**src/rtl/sorted_spike_tx_16.sv**
```systemverilog
`default_nettype none
// ============================================================================
//  Module   : sorted_spike_tx_16
//  Purpose  : Accepts a sorted 16-bit thermometer word, checks that it is a
//             legal code, decodes it to a 0..16 count and replays that count
//             as a 16-slot unary spike train on one wire. Each slot lasts
//             SLOT_CYCLES clock cycles.
//  Ports    :
//    clk          rising-edge clock
//    rst          synchronous active-high reset
//    sorted_in    sorted word; bit 0 = min, bit 15 = max
//    in_valid     sorted_in is valid
//    in_ready     block can accept; transfer on in_valid & in_ready
//    count        popcount of the last accepted word (held)
//    count_valid  one-cycle pulse when count updates
//    code_err     last accepted word was not a thermometer code (held)
//    spike_out    unary spike train, high for slots 0..count-1
//    frame_start  pulse on the first cycle of slot 0
//    frame_done   pulse on the last cycle of slot 15
//  Revision : 1.0 - initial release
// ============================================================================
module sorted_spike_tx_16 #(
  parameter int SLOT_CYCLES = 1
) (
  input  logic        clk,
  input  logic        rst,
  input  logic [15:0] sorted_in,
  input  logic        in_valid,
  output logic        in_ready,
  output logic [4:0]  count,
  output logic        count_valid,
  output logic        code_err,
  output logic        spike_out,
  output logic        frame_start,
  output logic        frame_done
);

  // The sub-counter needs at least one bit even when a slot is one cycle long.
  localparam int SW = (SLOT_CYCLES > 1) ? $clog2(SLOT_CYCLES) : 1;
  localparam logic [SW-1:0] C_SUB_LAST = SW'(SLOT_CYCLES - 1);

  typedef enum logic [0:0] {
    S_IDLE = 1'b0,
    S_EMIT = 1'b1
  } state_t;

  state_t        state_q, state_d;
  logic [3:0]    slot_q, slot_d;
  logic [SW-1:0] sub_q, sub_d;
  logic [4:0]    count_q, count_d;
  logic          err_q, err_d;
  logic          spike_q, spike_d;
  logic          cv_q, cv_d;
  logic          fs_q, fs_d;
  logic          fd_q, fd_d;

  logic          w_last;
  logic          w_accept;
  logic [4:0]    w_pop;
  logic          w_err;

  // Last cycle of slot 15: the frame may hand over to a new word here.
  assign w_last   = (state_q == S_EMIT) && (slot_q == 4'd15) && (sub_q == C_SUB_LAST);
  assign in_ready = !rst && ((state_q == S_IDLE) || w_last);
  assign w_accept = in_valid && in_ready;

  // Popcount is taken regardless of code legality.
  always_comb begin
    w_pop = '0;
    for (int i = 0; i < 16; i++) begin
      w_pop = w_pop + {4'd0, sorted_in[i]};
    end
  end

  // A 1 directly below a 0 breaks the thermometer ordering.
  assign w_err = |(sorted_in[14:0] & ~sorted_in[15:1]);

  always_comb begin
    state_d = state_q;
    slot_d  = slot_q;
    sub_d   = sub_q;
    count_d = count_q;
    err_d   = err_q;

    if (w_accept) begin
      state_d = S_EMIT;
      slot_d  = 4'd0;
      sub_d   = '0;
      count_d = w_pop;
      err_d   = w_err;
    end else if (state_q == S_EMIT) begin
      if (sub_q == C_SUB_LAST) begin
        sub_d = '0;
        if (slot_q == 4'd15) begin
          state_d = S_IDLE;
          slot_d  = 4'd0;
        end else begin
          slot_d = slot_q + 4'd1;
        end
      end else begin
        sub_d = sub_q + SW'(1);
      end
    end

    // Outputs are registered from the next-state view so they line up with
    // the slot/sub-counter values they describe.
    spike_d = (state_d == S_EMIT) && ({1'b0, slot_d} < count_d);
    cv_d    = w_accept;
    fs_d    = w_accept;
    fd_d    = (state_d == S_EMIT) && (slot_d == 4'd15) && (sub_d == C_SUB_LAST);
  end

  always_ff @(posedge clk) begin
    if (rst) begin
      state_q <= S_IDLE;
      slot_q  <= 4'd0;
      sub_q   <= '0;
      count_q <= 5'd0;
      err_q   <= 1'b0;
      spike_q <= 1'b0;
      cv_q    <= 1'b0;
      fs_q    <= 1'b0;
      fd_q    <= 1'b0;
    end else begin
      state_q <= state_d;
      slot_q  <= slot_d;
      sub_q   <= sub_d;
      count_q <= count_d;
      err_q   <= err_d;
      spike_q <= spike_d;
      cv_q    <= cv_d;
      fs_q    <= fs_d;
      fd_q    <= fd_d;
    end
  end

  assign count       = count_q;
  assign code_err    = err_q;
  assign spike_out   = spike_q;
  assign count_valid = cv_q;
  assign frame_start = fs_q;
  assign frame_done  = fd_q;

endmodule
`default_nettype wire

```
**config.mk**
```make
export PLATFORM = sky130hd
export DESIGN_NAME = sorted_spike_tx_16
export DESIGN_NICKNAME = d
export VERILOG_FILES = /design/src/rtl/sorted_spike_tx_16.sv
export SDC_FILE = /design/constraint.sdc
export NUM_CORES = 1
export LEC_CHECK = 0
export BUFFER_PORTS_ARGS = -buffer_cell sky130_fd_sc_hd__buf_2
export CELL_PAD_IN_SITES_DETAIL_PLACEMENT = 0
export CELL_PAD_IN_SITES_GLOBAL_PLACEMENT = 1
export CORE_MARGIN = 2
export CORE_UTILIZATION = 26
export CTS_CLUSTER_DIAMETER = 120
export DETAILED_ROUTE_END_ITERATION = 6
export GPL_TIMING_DRIVEN = 0
export PLACE_DENSITY_LB_ADDON = 0.1
export SYNTH_ARGS = -nofsm -noshare
export SYNTH_HDL_FRONTEND = slang
export SYNTH_SLANG_ARGS = --single-unit
```
**constraint.sdc**
```tcl
create_clock -name clk -period 10.61 [get_ports clk]
set_clock_uncertainty 0.2 [all_clocks]
set_input_delay 0.5305 -clock clk [delete_from_list [all_inputs] [get_ports clk]]
set_output_delay 0.5305 -clock clk [all_outputs]
set_load 0.01 [all_outputs]
```
==> results.yml <==
route:
  drt_first_iter_violations: 72
  drcViolationCount: 0
  ant_nets: 0
  dr.pass1.iters: 4
  via_count: 1098
  wire_per_inst_um: 11.5
  avgViaCountPerCell: 4.36
  detail_route.wirelength_um: 2890
synthesis:
  synth-seq-cells: 15
  netlist_area_sq_um: 1290
  distinct_cell_type_count_after_synthesis: 36
  mean_syn_cell_area_sq_um: 8.50
  postSynthNetCount: 190
  synth.yosys.seq_area_share_pct: 23.2
  synth.yosys.warnings: 0
  post_synthesis_cell_count: 152
min_path:
  holdCritPathClass: "flip-flop to flip-flop"
  min_from: "count[1]"
  hold_path_end: "count[1]"
  timing.hold.worst_path_depth: 2
setup_path:
  worst-r2r-setup-slack_ns: 8.05
  crit_fanout: 2
  cp_top_family: "adder cells"
  worstPathCellList: "buf_2 > inv_1 > fa_1 > fa_1 > fa_1 > fa_1 > inv_1 > ha_1 > fa_1 > xnor2_1 > nand2_1 > o21ai_0 > ha_1 > a2111oi_4 > a21o_1"
  worstPathBufferInverterCount: 3
  critPathRequiredTime_ns: 10.60
  cp_common_cell: "sky130_fd_sc_hd__fa_1"
  rr_startpoint: "slot_q[0]"
  worst-r2r-cell-count: 7
  critPathLaunchType: "primary input"
  timing_worst_setup_path_type: "primary input to flip-flop"
  crit_path_max_incr_delay_ns: 0.58
  rr_endpoint: "spike_out"
  worst_ep_arrival_time_ns: 4.50
  crit_path_end_kind: "flip-flop"
  critPathSlowestCell: "sky130_fd_sc_hd__fa_1"
timing:
  report.final.hold_viol_count: 0
  achievable-frequency_ghz: 0.222
  timing.final.max_slew_violations: 0
  timing.slew.headroom_pct: 67.6
  timing.final.setup_violations: 0
  slew_at_the_pin_closest_to_its_max_slew_limit_ns: 0.486
  layout_worst_path_cycle_share_pct: 42.5
  post_layout_worst_setup_margin_ns: 6.11
  rsz0062_at_grt: "false"
  tns_ns: 0
  layout_min_cycle_time_ns: 4.50
floorplan:
  die_h_um: 74.5
  effective_utilization_at_floorplan_pct: 27.2
  ios: 30
  design.die.area_sq_um: 5550
  std_cell_rows: 25
  floorplan.die.width_um: 74.5
  core_sq_um: 4750
cts:
  clock_tree.htree_level_count: 1
  postCtsHoldBufs: 0
  cts_tree: "done"
  cts_resized: 0
  tritoncts.num_buffers: 3
  cts.sink_count: 15
  path_clk_slew_ns: 0.06
  clock-root-buffer: "sky130_fd_sc_hd__clkbuf_8"
  cts.repair_timing.setup_buffer_count: 0
  clock_insertion_delay_worst_skew_ns: 0.25
  maximum_clock_path_buffer_count: 2
place:
  globalplace.congestion: 0.769
  dpl.hpwl_um: 2400
  place_ws_ns: 5.81
  portBuffers: 29
final_layout:
  mostFrequentLayoutCell: "sky130_fd_sc_hd__buf_2"
  most-common-layout-cells: "sky130_fd_sc_hd__buf_2, sky130_fd_sc_hd__inv_1, sky130_fd_sc_hd__nand2_1, sky130_fd_sc_hd__dfxtp_1, sky130_fd_sc_hd__nor2_1"
  synthToLayoutAreaGrowth_pct: 21.3
  antenna_cells_inserted: 0
  final_util_pct: 33.0
  final_nets: 224
  fraction_of_layout_instances_using_a_drive_strength_above_1_pct: 23.2
pwr:
  power_switching_share_pct: 38.5
  power-per-cell-area_nw_per_um2: 149
  power_switching_w: 0.0000900
  internal_power_w: 0.000144
  vdd_drop_max_mv: 0.0804
  clkPwrFrac_pct: 20.4
  share_comb_of_total_power_pct: 50.6
  power_frac_seq_pct: 29.0
  power_leakage_nw: 0.805
grt:
  antenna_violations_before_repair: 0
  grt_first_pass_wirelength_um: 5090
  grt.total_usage_pct: 11.9
  grt_max_degree: 11
  grt_pass1_vias: 1125
  overflow: 0
run:
  max_cap_viol_count: 0
run_status:
  outcome: "finished, final reports clean"
## layout make-up
class                      count  area, sq um
multi-input combinational    106          865
fill                         534         3190
sequential                    15          300
clock buffer                   3         41.3
inverter                      27          101
clock inverter                 1         5.00
buffer                         4         26.3
tap                           67         83.8
timing repair buffer          29          145
## registers in the layout, summed over array words and instances (netlist names)
| signal | count |
|---|---|
| spike_out | 1 |
| sub_q | 1 |
| state_q | 1 |
| count | 5 |
| slot_q | 4 |
| code_err | 1 |
| frame_done | 1 |
| frame_start | 1 |
## power groups by stage
| stage | registers, W | clock network (W) | logic (W) |
|---|---|---|---|
| 5_1_grt | 0.0000689 | 0.0000519 | 0.000142 |
| 4_1_cts | 0.0000680 | 0.0000496 | 0.000122 |
| 3_5_place_dp | 0.0000693 | 0 | 0.000122 |
| 2_1_floorplan | 0.0000722 | 0 | 0.0000868 |
| 3_3_place_gp | 0.0000695 | 0 | 0.000121 |
| 6_report | 0.0000679 | 0.0000477 | 0.000118 |
## worst max-delay path by stage
stage	startpoint	end	slack [ns]	depth (start not counted)
after floorplan	sorted_in[0]	spike_out	6.19	14
after global placement	sorted_in[0]	spike_out	5.81	15
after detailed placement	sorted_in[0]	spike_out	5.81	15
after CTS	sorted_in[0]	spike_out	6.06	15
after global routing	sorted_in[0]	spike_out	5.88	15
final	sorted_in[0]	spike_out	6.11	15
## stage by stage
step | total power (W) | instances | hold WS (ns) | area [sq um]
finish | 0.000234 | 252 | 0.278 | 1570
global route | 0.000263 | 252 | 0.297 | 1570
CTS | 0.000240 | 252 | 0.274 | 1570
detailed placement | 0.000191 | 248 | 0.260 | 1520
global placement | 0.000190 | 248 | 0.266 | 1520
floorplan | 0.000159 | 152 | 0.292 | 1290
## cells by family (layout without fill, tap and decap cells)
group	Yosys count	after routing	synth area share, %
flops	15	15	23.2
xor+xnor	4	4	2.71
compound gates	29	29	15.9
mux	6	6	4.65
fa+ha+maj	19	19	24.2
simple gates	48	48	19.5
buf+inv	31	64	9.87
## worst register-to-register path: stages (launching register included)
cell and delay, ns:
sky130_fd_sc_hd__dfxtp_1 0.43, sky130_fd_sc_hd__ha_1 0.31, sky130_fd_sc_hd__nand4b_4 0.18, sky130_fd_sc_hd__a21oi_2 0.42
sky130_fd_sc_hd__o21ai_0 0.17, sky130_fd_sc_hd__ha_1 0.35, sky130_fd_sc_hd__a2111oi_4 0.29, sky130_fd_sc_hd__a21o_1 0.15
## synth_stat cells
cell type	n	area, sq um
sky130_fd_sc_hd__and2_1	1	6.26
sky130_fd_sc_hd__a21o_1	3	22.5
sky130_fd_sc_hd__xor2_1	1	8.76
sky130_fd_sc_hd__xnor2_1	3	26.3
sky130_fd_sc_hd__nand2_4	1	11.3
sky130_fd_sc_hd__nand4_1	1	6.26
sky130_fd_sc_hd__o21ai_0	7	35.0
sky130_fd_sc_hd__a211oi_1	1	7.51
sky130_fd_sc_hd__a21oi_2	2	17.5
sky130_fd_sc_hd__inv_1	27	101
sky130_fd_sc_hd__nor3_1	5	25.0
sky130_fd_sc_hd__o32ai_1	1	8.76
sky130_fd_sc_hd__or3_1	1	6.26
sky130_fd_sc_hd__a22oi_1	2	15.0
sky130_fd_sc_hd__and2b_1	1	7.51
sky130_fd_sc_hd__fa_1	10	200
sky130_fd_sc_hd__ha_1	9	113
sky130_fd_sc_hd__a222oi_1	1	10.0
sky130_fd_sc_hd__buf_4	3	22.5
sky130_fd_sc_hd__a2111oi_4	1	27.5
sky130_fd_sc_hd__a31oi_1	1	6.26
sky130_fd_sc_hd__mux2i_1	6	60.1
sky130_fd_sc_hd__nand4b_4	1	23.8
sky130_fd_sc_hd__dfxtp_1	15	300
sky130_fd_sc_hd__nor4b_1	1	8.76
sky130_fd_sc_hd__nand2_1	16	60.1
sky130_fd_sc_hd__a21oi_1	8	40.0
sky130_fd_sc_hd__nor2_1	12	45.0
sky130_fd_sc_hd__nand2b_1	3	18.8
sky130_fd_sc_hd__nor2b_1	1	6.26
sky130_fd_sc_hd__and3_1	1	6.26
sky130_fd_sc_hd__nand3b_1	1	7.51
sky130_fd_sc_hd__o22ai_1	1	6.26
sky130_fd_sc_hd__o2111ai_1	1	8.76
sky130_fd_sc_hd__clkbuf_1	1	3.75
sky130_fd_sc_hd__or2_2	2	12.5
## per-layer routing
| layer | track usage [%] | routed length (um) | share of wire, % | vias to the layer above |
|---|---|---|---|---|
| met2 | 20.2 | 1420 | 49 | 21 |
| met3 | 3.12 | 138 | 4.8 | 2 |
| met1 | 15.5 | 1310 | 45 | 512 |
| met5 | 0 | 0 | 0 | - |
| li1 | - | - | - | 563 |
| met4 | 2.38 | 17 | 0.59 | 0 |
Note: power is estimated with default switching activity, not from simulation.
